===== src/rtl/instr_sequencer.sv =====
// Five-state instruction sequencer: fetch, execute, and hand results
// to a valid/ready consumer.
module instr_sequencer #(
  parameter int PC_LAST = 255
) (
  input  logic        clk,
  input  logic        rst_n,
  input  logic        start,
  output logic [15:0] addr,
  input  logic [15:0] instruction,
  output logic [15:0] out_data,
  output logic        out_valid,
  input  logic        out_ready,
  output logic        busy,
  output logic        halted,
  output logic        err
);

  typedef enum logic [2:0] {
    S_IDLE,
    S_FETCH,
    S_EXEC,
    S_OUT,
    S_HALT
  } state_t;

  localparam logic [7:0] LAST = 8'(PC_LAST);

  localparam logic [5:0] OP_HALT  = 6'h00;
  localparam logic [5:0] OP_LOADA = 6'h01;
  localparam logic [5:0] OP_LOADB = 6'h02;
  localparam logic [5:0] OP_ADD   = 6'h03;
  localparam logic [5:0] OP_READ  = 6'h04;

  state_t      state;
  logic [7:0]  pc;
  logic [15:0] ir;
  logic [15:0] a;
  logic [15:0] b;
  logic [15:0] acc;

  logic [5:0]  op;
  logic [15:0] operand;
  logic        is_halt;
  logic        is_loada;
  logic        is_loadb;
  logic        is_add;
  logic        is_read;

  logic        at_last;
  state_t      adv_state;
  logic [7:0]  adv_pc;

  assign op       = ir[15:10];
  assign operand  = {6'b0, ir[9:0]};
  assign is_halt  = (op == OP_HALT);
  assign is_loada = (op == OP_LOADA);
  assign is_loadb = (op == OP_LOADB);
  assign is_add   = (op == OP_ADD);
  assign is_read  = (op == OP_READ);

  // Shared "advance" outcome: halt after the last address, else step
  assign at_last   = (pc == LAST);
  assign adv_state = at_last ? S_HALT : S_FETCH;
  assign adv_pc    = at_last ? pc : pc + 8'd1;

  assign addr   = {8'b0, pc};
  assign busy   = (state == S_FETCH) ||
                  (state == S_EXEC) ||
                  (state == S_OUT);
  assign halted = (state == S_HALT);

  always_ff @(posedge clk) begin
    if (!rst_n) begin
      state     <= S_IDLE;
      pc        <= 8'd0;
      ir        <= 16'd0;
      a         <= 16'd0;
      b         <= 16'd0;
      acc       <= 16'd0;
      out_data  <= 16'd0;
      out_valid <= 1'b0;
      err       <= 1'b0;
    end else begin
      unique case (state)
        S_IDLE: begin
          if (start) begin
            pc    <= 8'd0;
            state <= S_FETCH;
          end
        end
        S_FETCH: begin
          ir    <= instruction;
          state <= S_EXEC;
        end
        S_EXEC: begin
          unique case (1'b1)
            is_halt: begin
              state <= S_HALT;
            end
            is_loada: begin
              a     <= operand;
              pc    <= adv_pc;
              state <= adv_state;
            end
            is_loadb: begin
              b     <= operand;
              pc    <= adv_pc;
              state <= adv_state;
            end
            is_add: begin
              acc   <= a + b;
              pc    <= adv_pc;
              state <= adv_state;
            end
            is_read: begin
              out_data  <= acc;
              out_valid <= 1'b1;
              state     <= S_OUT;
            end
            default: begin
              err   <= 1'b1;
              state <= S_HALT;
            end
          endcase
        end
        S_OUT: begin
          if (out_ready) begin
            out_valid <= 1'b0;
            pc        <= adv_pc;
            state     <= adv_state;
          end
        end
        S_HALT: begin
          state <= S_HALT;
        end
        default: begin
          state <= S_IDLE;
        end
      endcase
    end
  end

endmodule


===== config.mk =====
export PLATFORM = sky130hd
export DESIGN_NAME = instr_sequencer
export DESIGN_NICKNAME = d
export VERILOG_FILES = /design/src/rtl/instr_sequencer.sv
export SDC_FILE = /design/constraint.sdc
export NUM_CORES = 1
export LEC_CHECK = 0
export BUFFER_PORTS_ARGS = -buffer_cell sky130_fd_sc_hd__buf_4
export CAP_MARGIN = 25
export CORE_UTILIZATION = 45
export DETAILED_ROUTE_END_ITERATION = 7
export GPL_TIMING_DRIVEN = 0
export PLACE_DENSITY = 0.75
export SLEW_MARGIN = 20
export SYNTH_ARGS = -nofsm -noshare
export SYNTH_HDL_FRONTEND = slang
export SYNTH_SLANG_ARGS = --single-unit

===== constraint.sdc =====
create_clock -name clk -period 4 [get_ports clk]
set_input_delay 0 -clock clk [delete_from_list [all_inputs] [get_ports clk]]
set_output_delay 0 -clock clk [all_outputs]
set_load 0.005 [all_outputs]

==> results.md <==
- Min Tclk post-route: roughly 2 ns
- Slowest cell on crit path: a2111oi_4
- Power Dens Cells: ~340 nW/um2
- Vias in the first global route: 2,402
- Seq. cell area: 1420 um2
- Maximum number of pins on one net before global-route repair: 13
- Buf/Inv on CP: 1
- WP data arrival: 2.28 ns
- Slew @ Worst Pin: 0.782 ns
- Clk_lat worst skew: 0.36 ns
- TritonRoute pass-1 iters: 4
- Result of the run: completed
- CP Launch Type: flip-flop
- Max cap viols: 0
- Hpwl dp: a little under 5 mm
- Mapped Area: 3420 um2
- Post-synth top area cell: dfxtp_1
- Htree depth: 3
- Nature of the critical path endpoint: flip-flop
- IO Count: 56
- DIE WIDTH: 89.2 um
- Hold Vio Cnt, Final: 0
- PnR Total Power: between 1 and 1.5 mW
- Asr flop ratio synth: 0%
- Fraction of final layout cells with drive strength greater than 1: 20.0%
- Die area: between 7000 and 8000 um2
- Post-synth EDFFs: 0
- Cell Area, Placed: ~3900 um2
- CP cell instances: clkbuf_1 > and2b_2 > a2111oi_4 > nand4_1 > xor2_1 > nor2_1
- Met2 Track Usage GR: between 30 and 40%
- Min-delay worst type: primary input to flip-flop
- Avg Inst Size Synth: slightly above 9 um2
- Worst R2R Start: state[0]$_SDFFE_PN0P_
- GRT met3 Usage: 2.59%
- DRC errors left: 0
- Worst vdd ir: 0.215 mV
- Area Overhead vs Synth: 25.2%
- Vias: 2,698
- CTS Buf Count: 9
- Clock sink total: 71
- Family with the most delay on the worst path: compound AO/OA/AOI/OAI gates
- Commonest non-fill, non-tap cell in the layout: dfxtp_1
- Gpl congestion: a little over 0.8
- # resized after CTS: 0
- Top cell type's share of synthesized area: between 40% and 50%
- Worst Path Required: 4.25 ns
- Antenna viol nets, final: 0
- Placed Cells: roughly 520
- Cell count after synthesis: 371
- Fill count: 649
- Initial core utilization: 47.0%
- Most frequent cells in the layout: dfxtp_1 (71), buf_4 (55), nand2_1 (54)
- Leak: 1.86 nW
- Antenna violations before repair: 0
- Cell Rows: 31
- Sequential area share after synthesis: a little over 40%
- CTS clk-pin slew, worst paths: 0.08 ns
- RSZ-0062 raised after global routing: false
- Finished Layout Cells: 558
- Post-placement worst setup slack: 2.00 ns
- Period utilisation layout: 50.9%
- Grt ovf: 0
- Nets@finish: 486
- GRT Total Usage: 18.4%
- Core region area: about 7300 um2
- Setup WS post-layout: 1.96 ns
- Critical Path Start: state[0]$_SDFFE_PN0P_
- Synthesis warning total: 0
- Ant diodes: 0
- Final setup violation count: 0
- Max Slew Vio Count: 0
- CTS tree: built
- Final Core Density: 58.8%
- Crit-path max cell delay: around 0.58 ns
- Fmax: 491 MHz
- Global routing usage on met1: 22.6%
- Vias/cell: 4.84
- Die span in y: 89.2 um
- Post-CTS setup buffers: 0
- Fin area: 4290 um2
- Hold_buf cts: 18
- Port buffer count: 42
- Slew margin rel.: 47.7%
- Root Buffer: clkbuf_8
- Distinct cells, synth: 50
- Synth Register Bits: 71
- Wirelength per Cell: 12.0 um
- Multi-input gate area: roughly 1800 um2
- First-pass GRT wire length: roughly 11 mm
- Setup TNS: 0 ns
- CP Max Fanout: 10
- Top Usage Layer GRT: met2
- Routed wire length: approximately 6.7 mm
- WHS: 0.0713 ns
- Clk_skew: 0.00883 ns
- Max clock buf depth: 2
- Leading post-synthesis cells by cell area: dfxtp_1 (42%), mux2i_1 (9.4%), nor2b_1 (6.2%)
- Ys flop type: dfxtp_1
- Hold path start: out_ready
- CP Class: flip-flop to flip-flop
- Initial drt markers: 71
## synthesized netlist by cell type, drive strengths merged (9+ instances only)
cell	n
nand4	9
nor2b	34
nor2	22
dfxtp	71
mux2i	32
clkbuf	10
buf	21
ha	11
nand2	55
nand3	11
a21oi	10
o21ai	9
a21boi	21
## tightest hold or removal path, stage by stage
cell     delay (ns)
buf_4          0.12
nand2_1        0.05
nand2_1        0.05
o21ai_0        0.06
and2_1         0.12
## where the power goes
part           internal [mW]  switching [mW]  leakage, nW
clock                  0.301           0.273       0.0981
sequential             0.721          0.0132        0.574
combinational         0.0780          0.0720         1.19
total                   1.10           0.358         1.86
## sequential cells by signal (all words and copies together), names as in the netlist
register,count
out_valid,1
b,10
state,3
err,1
out_data,11
a,10
acc,11
pc,8
ir,16
## final timing paths
check	to	slack, ns	cells after the start
max	pc[6]$_SDFFE_PN0P_	1.96	6
max reg2reg	pc[6]$_SDFFE_PN0P_	1.96	6
min	out_valid$_SDFFE_PN0P_	0.07	5
min reg2reg	acc[0]$_SDFFE_PN0P_	0.46	2
## layer usage
metal | wire length, um | share of wire, %
met4 | 206 | 3.1
met1 | 3180 | 47
met5 | 0 | 0
met2 | 3090 | 46
met3 | 212 | 3.2
## cell type report
class	count	share of cell area, %
plain buffers	31	4.61
clock buffers	10	3.21
clock inverters	6	1.40
inverters	3	0.263
multi-input cells	278	42.9
flip-flops and latches	71	33.2
well taps	99	2.89
repair buffers	60	11.6
## kinds of logic (layout without fill, tap and decap cells)
family	Yosys count	count (layout)	share of synthesized area, %
XOR/XNOR	12	12	3.07
AND/OR/NAND/NOR	157	157	24.4
AO/OA/AOI/OAI	52	52	10.8
other	1	13	0.110
flip-flops	71	71	41.5
buffers and inverters	34	110	6.10
multiplexers	32	32	9.35
adder cells (fa/ha/maj)	12	12	4.60
(Power assumes the default switching activity.)
